**config.mk**
```make
export PLATFORM = sky130hd
export DESIGN_NAME = bin_to_bcd_seq
export DESIGN_NICKNAME = d
export VERILOG_FILES = /design/src/rtl/bin_to_bcd_seq_pkg.sv /design/src/rtl/bin_to_bcd_seq_add3.sv /design/src/rtl/bin_to_bcd_seq.sv
export SDC_FILE = /design/constraint.sdc
export NUM_CORES = 1
export LEC_CHECK = 0
export CORE_MARGIN = 2
export CORE_UTILIZATION = 47
export CTS_BUF_LIST = sky130_fd_sc_hd__clkbuf_8 sky130_fd_sc_hd__clkbuf_16
export DETAILED_ROUTE_END_ITERATION = 10
export GPL_TIMING_DRIVEN = 1
export PLACE_DENSITY = 0.74
export SYNTH_ARGS = -nofsm -noshare
export SYNTH_HDL_FRONTEND = slang
export SYNTH_SLANG_ARGS = --single-unit
```
**constraint.sdc**
```tcl
create_clock -name clk -period 1.3 [get_ports clk]
set_input_delay 0.195 -clock clk [delete_from_list [all_inputs] [get_ports clk]]
set_output_delay 0.195 -clock clk [all_outputs]
set_load 0.02 [all_outputs]
```
**src/rtl/bin_to_bcd_seq_pkg.sv**
```systemverilog
// Shared types and constant helpers for the sequential binary-to-BCD converter.
// The optional BIN2BCD_BLANK_EN leading-zero blanking output is enabled in the top module.
package bin_to_bcd_seq_pkg;

  typedef enum logic {
    IDLE  = 1'b0,
    SHIFT = 1'b1
  } state_t;

  localparam int DEF_BIN_W = 7;
  localparam int CNT_W     = $clog2(DEF_BIN_W + 1);

  function automatic int pow10(input int n);
    int r;
    r = 1;
    for (int i = 0; i < n; i++) begin
      r = r * 10;
    end
    return r;
  endfunction

  function automatic int cnt_w(input int w);
    return $clog2(w + 1);
  endfunction

endpackage

```
**src/rtl/bin_to_bcd_seq_add3.sv**
```systemverilog
// One double-dabble adjust cell: a digit of 5 or more gets +3 so the next shift
// carries correctly into the next decade.
module bcd_add3 (
  input  logic [3:0] din,
  output logic [3:0] dout
);

  assign dout = (din >= 4'd5) ? din + 4'd3 : din;

endmodule

```
**src/rtl/bin_to_bcd_seq.sv**
```systemverilog
// Sequential shift-and-add-3 binary-to-BCD converter, one input bit per clock.
// Define BIN2BCD_BLANK_EN to add the registered leading-zero blank output.
module bin_to_bcd_seq
  import bin_to_bcd_seq_pkg::*;
#(
  parameter int BIN_W  = 7,
  parameter int DIGITS = 2
) (
  input  logic                  clk,
  input  logic                  rst_n,
  input  logic                  start,
  input  logic [BIN_W-1:0]      bin,
  output logic                  ready,
  output logic                  done,
  output logic [4*DIGITS-1:0]   bcd,
`ifdef BIN2BCD_BLANK_EN
  output logic                  overflow,
  output logic [DIGITS-1:0]     blank
`else
  output logic                  overflow
`endif
);

  localparam int SW    = 4 * DIGITS;
  localparam int CW    = cnt_w(BIN_W);
  localparam int LIMIT = pow10(DIGITS);
  localparam logic [SW-1:0] NINES = {DIGITS{4'h9}};

  state_t            state;
  state_t            state_next;
  logic [CW-1:0]     cnt;
  logic [BIN_W-1:0]  sreg;
  logic [SW-1:0]     scratch;
  logic [SW-1:0]     adj;
  logic [SW-1:0]     shifted;
  logic              ovf_flag;
  logic              load;
  logic              last;

  for (genvar g = 0; g < DIGITS; g++) begin : g_adj
    bcd_add3 u_add3 (
      .din  (scratch[4*g +: 4]),
      .dout (adj[4*g +: 4])
    );
  end

  // Carry out of the top digit is dropped; it only occurs when the result saturates.
  assign shifted = {adj[SW-2:0], sreg[BIN_W-1]};
  assign last    = (state == SHIFT) && (cnt == CW'(1));

  always_ff @(posedge clk or negedge rst_n) begin
    if (!rst_n) begin
      state <= IDLE;
    end else begin
      state <= state_next;
    end
  end

  always_comb begin
    state_next = state;
    ready      = 1'b0;
    load       = 1'b0;
    case (state)
      IDLE: begin
        ready = 1'b1;
        if (start) begin
          load       = 1'b1;
          state_next = SHIFT;
        end
      end
      SHIFT: begin
        if (last) begin
          state_next = IDLE;
        end
      end
      default: state_next = IDLE;
    endcase
  end

  always_ff @(posedge clk or negedge rst_n) begin
    if (!rst_n) begin
      sreg     <= '0;
      scratch  <= '0;
      cnt      <= '0;
      ovf_flag <= 1'b0;
      done     <= 1'b0;
      bcd      <= '0;
      overflow <= 1'b0;
    end else begin
      done <= last;
      if (load) begin
        sreg     <= bin;
        scratch  <= '0;
        cnt      <= CW'(BIN_W);
        ovf_flag <= (int'(bin) >= LIMIT);
      end else if (state == SHIFT) begin
        scratch <= shifted;
        sreg    <= sreg << 1;
        cnt     <= cnt - CW'(1);
      end
      // Outputs change only here, so partial results never reach bcd.
      if (last) begin
        bcd      <= ovf_flag ? NINES : shifted;
        overflow <= ovf_flag;
      end
    end
  end

`ifdef BIN2BCD_BLANK_EN
  localparam logic [DIGITS-1:0] BLANK_RST = DIGITS'(1 << (DIGITS - 1)) & ~DIGITS'(1);

  logic [DIGITS-1:0] blank_next;

  always_comb begin
    blank_next = '0;
    blank_next[DIGITS-1] = (shifted[SW-1 -: 4] == 4'd0);
    for (int i = DIGITS - 2; i >= 0; i--) begin
      blank_next[i] = blank_next[i+1] && (shifted[4*i +: 4] == 4'd0);
    end
    // The units digit always shows, so a value of zero still displays "0".
    blank_next[0] = 1'b0;
    if (ovf_flag) begin
      blank_next = '0;
    end
  end

  always_ff @(posedge clk or negedge rst_n) begin
    if (!rst_n) begin
      blank <= BLANK_RST;
    end else if (last) begin
      blank <= blank_next;
    end
  end
`endif

endmodule

```
==> metrics.txt, run 1 <==
power per cell area about 2500 mW/mm2; placer congestion estimate 0.7645; FF-to-FF setup slack -0.11 ns; Die Y 58.85 um; Net Sw Power 1.997 mW; clock power share between 15 and 20%; # rows 19; crit path to bcd[5]; min-delay worst type input port to asynchronous set/reset pin; RSZ-0062 raised after global routing yes; YS warnings 0; synthesized area 0.001414 mm2; Setup TNS Final -0.6467 ns; largest net degree at the start of global routing 31; Post-synth EDFFs 0; fillers a little over 200; violated checks DRC, setup timing; final hold slack roughly 0.26 ns; Mapped Nets roughly 150; ANT cells 0; Die ar. 0.003463 mm2; sw frac about two fifths; top cell type's share of synthesized area a little over half; Syn Area/Cell 10.32 um2; Worst Path Max Fanout 6; final setup vio count 12; cts bufs inserted 5; routed wire length 3.206 mm; first-pass GRT wire length ~4.7 mm; clock root cell clkbuf_8; # nets final 195; Worst VDD drop 1.360 mV; port bufs 20; Synth area leader dfrtp_1; Tot Pwr 5.082 mW; CTS tree built; cell with the most instances after synthesis dfrtp_1; DRT iter0 DRCs 41; CP endpoint kind flop; initial antenna violation count 0; Worst Skew ~0.010 ns; post-cts hold buffer count 0; worst rel slew slack 79.47%; Reg2Reg Capture Point bcd[5]; Internal 3.085 mW; Core Region 0.002805 mm2; Max-cap violations 0; Primary FF master, synth dfrtp_1; Overflow after GRT 0; status complete, but fails checks; clock sinks 30; Clk pin slew, worst setup/hold paths 0.07 ns; synth top area cells dfrtp_1 (53%), mux2i_1 (6.4%), ha_1 (5.3%); drt first pass iters 7; Critical Path RT approximately 1.5 ns; fin crit period approximately 1.4 ns; Critical Path Start cnt[1]; Worst-Skew Late Latency between 0.2 and 0.3 ns; vias in the first global route 1094; period utilization 108.5%; Worst setup SP type flop; Area Overhead vs Synth 42.30%; WP data arrival 1.59 ns; Max Clock Freq 708.9 MHz; Slew @ Worst Pin 0.3068 ns; cells on worst reg2reg path 6; I/O Pins 21; GRT Total Usage 18.83%; Seq pwr share 33.2%; share of layout cells above drive strength 1 31.11%; count of final hold-check violations 0; DRC 1; RR Startpoint cnt[1]; WL/cell 15.19 um; post-DP HPWL ~2.0 mm; Distinct cells, synth 30; Final Max Slew Viols 0; P_leak 0.9534 nW; final antenna-violating net count 0; Comb pwr share between 50 and 60%; synthesized flop and latch total 30; async set-reset flop share out of synthesis 100.0%; Max H-tree Level 2; pre-CTS WS -0.1376 ns; Syn Inst Count 137; via/cell ratio 5.630; most frequent cells after synthesis dfrtp_1 (30), nand2_1 (14), o21ai_0 (11); worst setup margin -0.1107 ns; deepest clock path buffer count 2; sequential area share after synthesis between 50% and 60%; Vias 1188; die width 58.85 um; starting density of the core 50.40%; kind of critical path flop to flop
-- per-layer routing --
metal  share of wire (%)  GRT usage, %  up-vias
li1                    -             -      558
met1                  44         21.29      578
met2                  47         31.59       39
met3                 5.9         5.495       13
met4                 3.6         10.71        0
met5                   0             0        -
-- power groups by stage --
stage | clock [mW] | sequential, mW | combinational (mW)
after floorplan | 0 | 1.74 | 1.18
after global placement | 0 | 1.61 | 2.03
after detailed placement | 0 | 1.64 | 2.11
after CTS | 0.787 | 1.65 | 2.24
after global routing | 0.835 | 1.74 | 2.81
final | 0.780 | 1.69 | 2.61
-- what timing repair did --
item                                    CTS  global route
resized for setup                        27            22
endpoints found under the setup margin   26            15
gates cloned                              0             2
pin swaps                                 6            12
buffers inserted                          0             5
-- cell usage in the layout, fill, tap and decap left out, types with 3 or more instances in the layout --
cell and count:
inv_1 4, a21oi_1 6, xnor2_1 3, nand2_1 13, nor3_1 6, buf_4 16
ha_4 3, mux2i_1 8, buf_6 3, nor2_1 7, dlygate4sd2_1 10, clkdlybuf4s50_1 9
clkbuf_8 6, dfrtp_1 30, a21o_1 4, inv_2 5, o21ai_0 9, a22o_1 4
-- how the worst min path moves through the flow --
| stage | startpoint | end | slack (ns) | cells past startpoint |
|---|---|---|---|---|
| final | rst_n | bcd[0] | 0.26 | 2 |
| after global routing | rst_n | bcd[0] | 0.30 | 2 |
| after CTS | rst_n | bcd[2] | 0.26 | 2 |
| after detailed placement | overflow | overflow | 0.47 | 2 |
| after global placement | bcd[0] | bcd[0] | 0.46 | 2 |
| after floorplan | rst_n | bcd[0] | -0.10 | 0 |
-- registers in the layout, indices dropped and copies added (netlist names) --
signal,cells
bcd,8
scratch,8
sreg,7
cnt,3
done,1
overflow,1
ovf_flag,1
state,1
-- cell type report --
class,count,area (um2),share of cell area (%)
Clock buffer,6,82.58,4.104
Clock inverter,2,8.758,0.4353
Inverter,9,38.79,1.928
Multi-Input combinational cell,92,726.9,36.13
Sequential cell,30,750.7,37.31
Tap cell,31,38.79,1.928
Timing Repair Buffer,40,356.6,17.72
Timing Repair inverter,1,8.758,0.4353
-- worst max-delay path, cell delays in order (launching register included) --
cell and delay [ns]:
dfrtp_1 0.39, inv_2 0.08, ha_4 0.14, nand2_4 0.06, or2_4 0.31, and2_4 0.15, a31o_1 0.18
-- metrics by stage --
| stage | instance area [um2] | utilization, % | instances |
|---|---|---|---|
| 4_1_cts | 1893 | 67.48 | 204 |
| 3_5_place_dp | 1750 | 62.40 | 196 |
| 6_report | 2012 | 71.72 | 211 |
| 2_1_floorplan | 1426 | - | 137 |
| 3_3_place_gp | 1750 | 62.40 | 196 |
| 5_1_grt | 2012 | 71.72 | 211 |
-- cell families after synthesis --
family | after synthesis | synth area share [%]
flops | 30 | 53.10
buf+inv | 16 | 5.221
xor+xnor | 3 | 1.859
simple gates | 37 | 12.04
compound gates | 36 | 16.11
fa+ha+maj | 6 | 5.310
mux | 9 | 6.372
Power figures use the tool's default switching activity.
==> inputs of run 2 (changes only) <==
--- a/config.mk
+++ b/config.mk
@@ -5,12 +5,14 @@
 export SDC_FILE = /design/constraint.sdc
 export NUM_CORES = 1
 export LEC_CHECK = 0
+export CAP_MARGIN = 15
 export CORE_MARGIN = 2
 export CORE_UTILIZATION = 47
 export CTS_BUF_LIST = sky130_fd_sc_hd__clkbuf_8 sky130_fd_sc_hd__clkbuf_16
 export DETAILED_ROUTE_END_ITERATION = 10
 export GPL_TIMING_DRIVEN = 1
 export PLACE_DENSITY = 0.74
+export SKIP_LAST_GASP = 1
 export SYNTH_ARGS = -nofsm -noshare
 export SYNTH_HDL_FRONTEND = slang
 export SYNTH_SLANG_ARGS = --single-unit
==> metrics.txt, run 2 (same netlist as run 1, synthesis figures left out) <==
share of layout cells above drive strength 1 31.11% (unchanged); biggest regs bcd: 8 flops, scratch: 8 flops, sreg: 7 flops; violated checks DRC, setup timing; Clk pin slew, worst setup/hold paths 0.07 ns (about the same); port bufs 20 (unchanged); # nets final 195 (unchanged); final antenna-violating net count 0 (unchanged); Area Overhead vs Synth 42.04%; deepest clock path buffer count 2 (unchanged); count of final hold-check violations 0 (unchanged); GRT Total Usage 18.83% (unchanged); post-DP HPWL 2.023 mm (unchanged); first-pass GRT wire length 4.726 mm (unchanged); CTS tree built; die width 58.85 um (unchanged); final setup vio count 12 (unchanged); most frequent cells in the layout dfrtp_1 (30), buf_4 (17), nand2_1 (13); DRT iter0 DRCs 54 (+32%); Critical Path RT 1.48 ns (about the same); Overflow after GRT 0 (unchanged); Die ar. 0.003463 mm2 (unchanged); vias in the first global route 1094 (unchanged); period utilization 108.5% (about the same); Final Max Slew Viols 0 (unchanged); I/O Pins 21 (unchanged); fin crit period 1.410 ns (-0.0008300 ns); largest net degree at the start of global routing 31 (unchanged); Worst VDD drop 1.362 mV (+0.11%); kind of critical path flop to flop; Worst setup SP type flop; Tot Pwr 5.055 mW (-0.53%); clock root cell clkbuf_8; status complete, but fails checks; starting density of the core 50.40% (unchanged); initial antenna violation count 0 (unchanged); placer congestion estimate 0.7645 (unchanged); ANT cells 0 (unchanged); WL/cell 15.16 um (-0.22%); clock sinks 30 (unchanged); met1 usage 21.29% (unchanged); Die Y 58.85 um (unchanged); worst rel slew slack 80.67% (+1.2 points); Slew @ Worst Pin 0.2888 ns (-0.01802 ns); worst setup margin -0.1099 ns (+0.0008300 ns); # rows 19 (unchanged); RSZ-0062 raised after global routing yes; P_leak 0.9521 nW (-0.13%); Max Clock Freq 709.3 MHz (about the same); Worst Skew 0.007857 ns (-0.002197 ns); global-route track usage on met3 5.495% (unchanged); WP data arrival 1.59 ns (about the same); Max H-tree Level 2 (unchanged); Setup TNS Final -0.6385 ns (+0.008258 ns); busiest grt layer met2; via/cell ratio 5.564 (-1.2%); post-cts hold buffer count 0 (unchanged); Core Region 0.002805 mm2 (unchanged); CP endpoint kind flop; routed wire length 3.199 mm (-0.22%); Worst Path Max Fanout 6 (unchanged); cts bufs inserted 5 (unchanged); M2 GR Usage 31.59% (unchanged); Worst-Skew Late Latency 0.29 ns (about the same); power per cell area 2517 mW/mm2 (-0.34%); min-delay worst type input port to asynchronous set/reset pin; Vias 1174 (-1.2%); most common cell after layout, fill and taps aside dfrtp_1; DRC 1 (unchanged); drt first pass iters 7 (unchanged); Max-cap violations 0 (unchanged)
-- run 2: through the flow --
| step | utilization, % | hold WS (ns) | instances | worst slack, ns | cell area (um2) |
|---|---|---|---|---|---|
| after floorplan | - | -0.1006 | 137 | -0.05096 | 1426 |
| after global placement | 62.40 | 0.4597 | 196 | -0.09817 | 1750 |
| after detailed placement | 62.40 | 0.4748 | 196 | -0.1376 | 1750 |
| after CTS | 67.44 | 0.2650 | 204 | -0.1045 | 1892 |
| after global routing | 71.59 | 0.2955 | 211 | -0.1504 | 2008 |
| final | 71.59 | 0.2560 | 211 | -0.1099 | 2008 |
-- run 2: what timing repair did --
item	CTS	global route
setup buffers	0	5
pin swaps	6	12
setup endpoints to repair	26	15
gates cloned	0	2
hold endpoints to repair	0	0
resized for setup	26	22
-- run 2: power breakdown --
group	total, mW	switching, mW	internal (mW)
clock	0.774	0.355	0.418
combinational	2.59	1.28	1.32
sequential	1.69	0.355	1.33
-- run 2: path summary, 6_finish.rpt --
check                               from  endpoint  slack, ns  cells after the start
min in group clk                overflow  overflow       0.48                      2
worst max register to register    cnt[1]    bcd[5]      -0.11                      6
max in group asynchronous          rst_n    cnt[2]       0.86                      2
worst min register to register  overflow  overflow       0.48                      2
worst max-delay path              cnt[1]    bcd[5]      -0.11                      6
worst min-delay path               rst_n    bcd[4]       0.26                      2
-- run 2: layout make-up --
class                      instances  area (um2)
multi-input combinational         92       726.9
timing repair buffer              40       352.8
clock inverter                     2       8.758
timing repair inverter             1       8.758
fill                             206       797.0
sequential                        30       750.7
clock buffer                       6       82.58
tap                               31       38.79
inverter                           9       38.79
-- run 2: per-layer routing --
metal	share of wire (%)	wire length (um)
met5	0	0
met4	2.6	83
met3	6.2	198
met2	47	1502
met1	44	1414
-- run 2: worst max-delay path, cell delays in order, from the launching register on --
cell     delay (ns)
dfrtp_1        0.39
inv_2          0.08
ha_4           0.14
nand2_4        0.06
or2_4          0.31
and2_4         0.15
a31o_1         0.17
==> inputs of run 3 (changes only) <==
--- a/config.mk
+++ b/config.mk
@@ -8,7 +8,6 @@
 export CAP_MARGIN = 15
 export CORE_MARGIN = 2
 export CORE_UTILIZATION = 47
-export CTS_BUF_LIST = sky130_fd_sc_hd__clkbuf_8 sky130_fd_sc_hd__clkbuf_16
 export DETAILED_ROUTE_END_ITERATION = 10
 export GPL_TIMING_DRIVEN = 1
 export PLACE_DENSITY = 0.74
==> metrics.txt, run 3 (same netlist as run 1, synthesis figures left out) <==
crit-path cells inv_2 > ha_2 > nand2b_4 > a21oi_4 > mux2i_2 > a22o_1; period utilization 107.1% (-1.3 points); deepest clock path buffer count 2 (unchanged); drt first pass iters 7 (unchanged); post-DP HPWL 2.023 mm (unchanged); WL/cell 14.19 um (-6.4%); ANT cells 0 (unchanged); Inst Count DP 196 (unchanged); Die Y 58.85 um (unchanged); Worst Path Max Fanout 3 (-3); share of layout cells above drive strength 1 30.34% (-0.77 points); CTS tree built; WP data arrival 1.68 ns (+0.09 ns); GRT Total Usage 18.50% (-0.33 points); Setup TNS Final -0.3810 ns (+0.2574 ns); starting density of the core 50.40% (unchanged); Max H-tree Level 2 (unchanged); clock sinks 30 (unchanged); via/cell ratio 5.359 (-3.7%); Worst-Skew Late Latency 0.34 ns (+0.05 ns); final antenna-violating net count 0 (unchanged); most frequent cells in the layout dfrtp_1 (30), buf_4 (16), nand2_1 (13); vias in the first global route 1078 (-1.5%); Final Max Slew Viols 0 (unchanged); min-delay worst type input port to asynchronous set/reset pin; Worst setup SP type flop; first-pass GRT wire length 4.657 mm (-1.5%); fin crit period 1.392 ns (-0.01737 ns); cells on worst reg2reg path 6 (unchanged); Clk pin slew, worst setup/hold paths 0.10 ns (+0.03 ns); worst rel slew slack 78.87% (-1.8 points); CP Buf/Inv Count 1 (unchanged); routed wire length 2.966 mm (-7.3%); Post-Layout Cell Count 209 (-0.95%); Area Overhead vs Synth 37.08%; cell family with most CP delay flip-flops; Worst VDD drop 1.247 mV (-8.4%); fillers 222 (+7.8%); Die ar. 0.003463 mm2 (unchanged); Overflow after GRT 0 (unchanged); violated checks DRC, setup timing; Core Region 0.002805 mm2 (unchanged); placer congestion estimate 0.7645 (unchanged); Seq. cell area 750.7 um2 (unchanged); die width 58.85 um (unchanged); worst setup margin -0.09249 ns (+0.01737 ns); multi-input combinational cell area 709.4 um2 (-2.4%); Critical Path RT 1.59 ns (+0.11 ns); CP endpoint kind flop; WL met3 182 um (-8.1%); max incr delay on CP 0.37 ns (-0.02 ns); # nets final 193 (-1.0%); FF-to-FF setup slack -0.09 ns (+0.02 ns); final setup vio count 7 (-5); Max Clock Freq 718.1 MHz (+1.2%); count of final hold-check violations 0 (unchanged); status complete, but fails checks; RR Startpoint scratch[1]; clock root cell clkbuf_4; largest net degree at the start of global routing 31 (unchanged); cts bufs inserted 5 (unchanged); Critical-path top delay cell dfrtp_1; M1 WL 1.331 mm (-5.9%); DRT iter0 DRCs 30 (-44%); Critical Path Start scratch[1]; met2 wire len 1.400 mm (-6.8%); Max-cap violations 0 (unchanged); DRC 1 (unchanged); Reg2Reg Capture Point bcd[2]; RSZ-0062 raised after global routing yes; # rows 19 (unchanged); Tot Pwr 4.708 mW (-6.9%); initial antenna violation count 0 (unchanged); power per cell area 2429 mW/mm2 (-3.5%); most common cell after layout, fill and taps aside dfrtp_1; Vias 1120 (-4.6%); kind of critical path flop to flop; critical path depth 6 (unchanged); Worst Skew 0.01125 ns (+0.003395 ns); port bufs 20 (unchanged); post-cts hold buffer count 0 (unchanged); Slew @ Worst Pin 0.3158 ns (+0.02693 ns); I/O Pins 21 (unchanged); final hold slack 0.1957 ns (-0.06026 ns); Top Layer Used met4; pre-CTS WS -0.1376 ns (unchanged); biggest regs bcd: 8 flops, scratch: 8 flops, sreg: 7 flops; P_leak 0.9206 nW (-3.3%)
==> run 3: report_power, final <==
part	switching, mW	leakage [nW]	internal (mW)
clock network	0.330	0.0353	0.262
registers	0.351	0.376	1.33
logic	1.19	0.509	1.25
total	1.87	0.921	2.84
==> run 3: area by class of cell <==
cell class | count | area share, %
Timing Repair Buffer | 38 | 17.30
Sequential cell | 30 | 38.73
Clock buffer | 7 | 2.841
Inverter | 9 | 2.001
Timing Repair inverter | 1 | 0.2582
Tap cell | 31 | 2.001
Multi-Input combinational cell | 92 | 36.60
Clock inverter | 1 | 0.2582
==> run 3: metal layers <==
metal | vias to the layer above | GRT usage [%]
li1 | 553 | -
met1 | 527 | 21.73
met2 | 34 | 30.95
met3 | 6 | 7.473
met4 | 0 | 5.844
met5 | - | 0
==> run 3: timing repair <==
action                                  4_1_cts  5_1_grt
buffers inserted                              0        3
pin swaps                                     6        8
gates cloned                                  0        2
endpoints found under the setup margin       26       16
hold endpoints to repair                      0        0
resized for setup                            28       18
==> run 3: through the flow <==
step | util (%) | instance area [um2]
2_1_floorplan | - | 1426
3_3_place_gp | 62.40 | 1750
3_5_place_dp | 62.40 | 1750
4_1_cts | 66.50 | 1866
5_1_grt | 69.09 | 1938
6_report | 69.09 | 1938
==> run 3: worst max-delay path by stage <==
stage                       to  slack, ns
floorplan               bcd[5]      -0.05
global placement        bcd[5]       -0.1
detailed placement      bcd[2]      -0.14
CTS                 scratch[6]      -0.11
global route            bcd[2]      -0.15
finish                  bcd[2]      -0.09
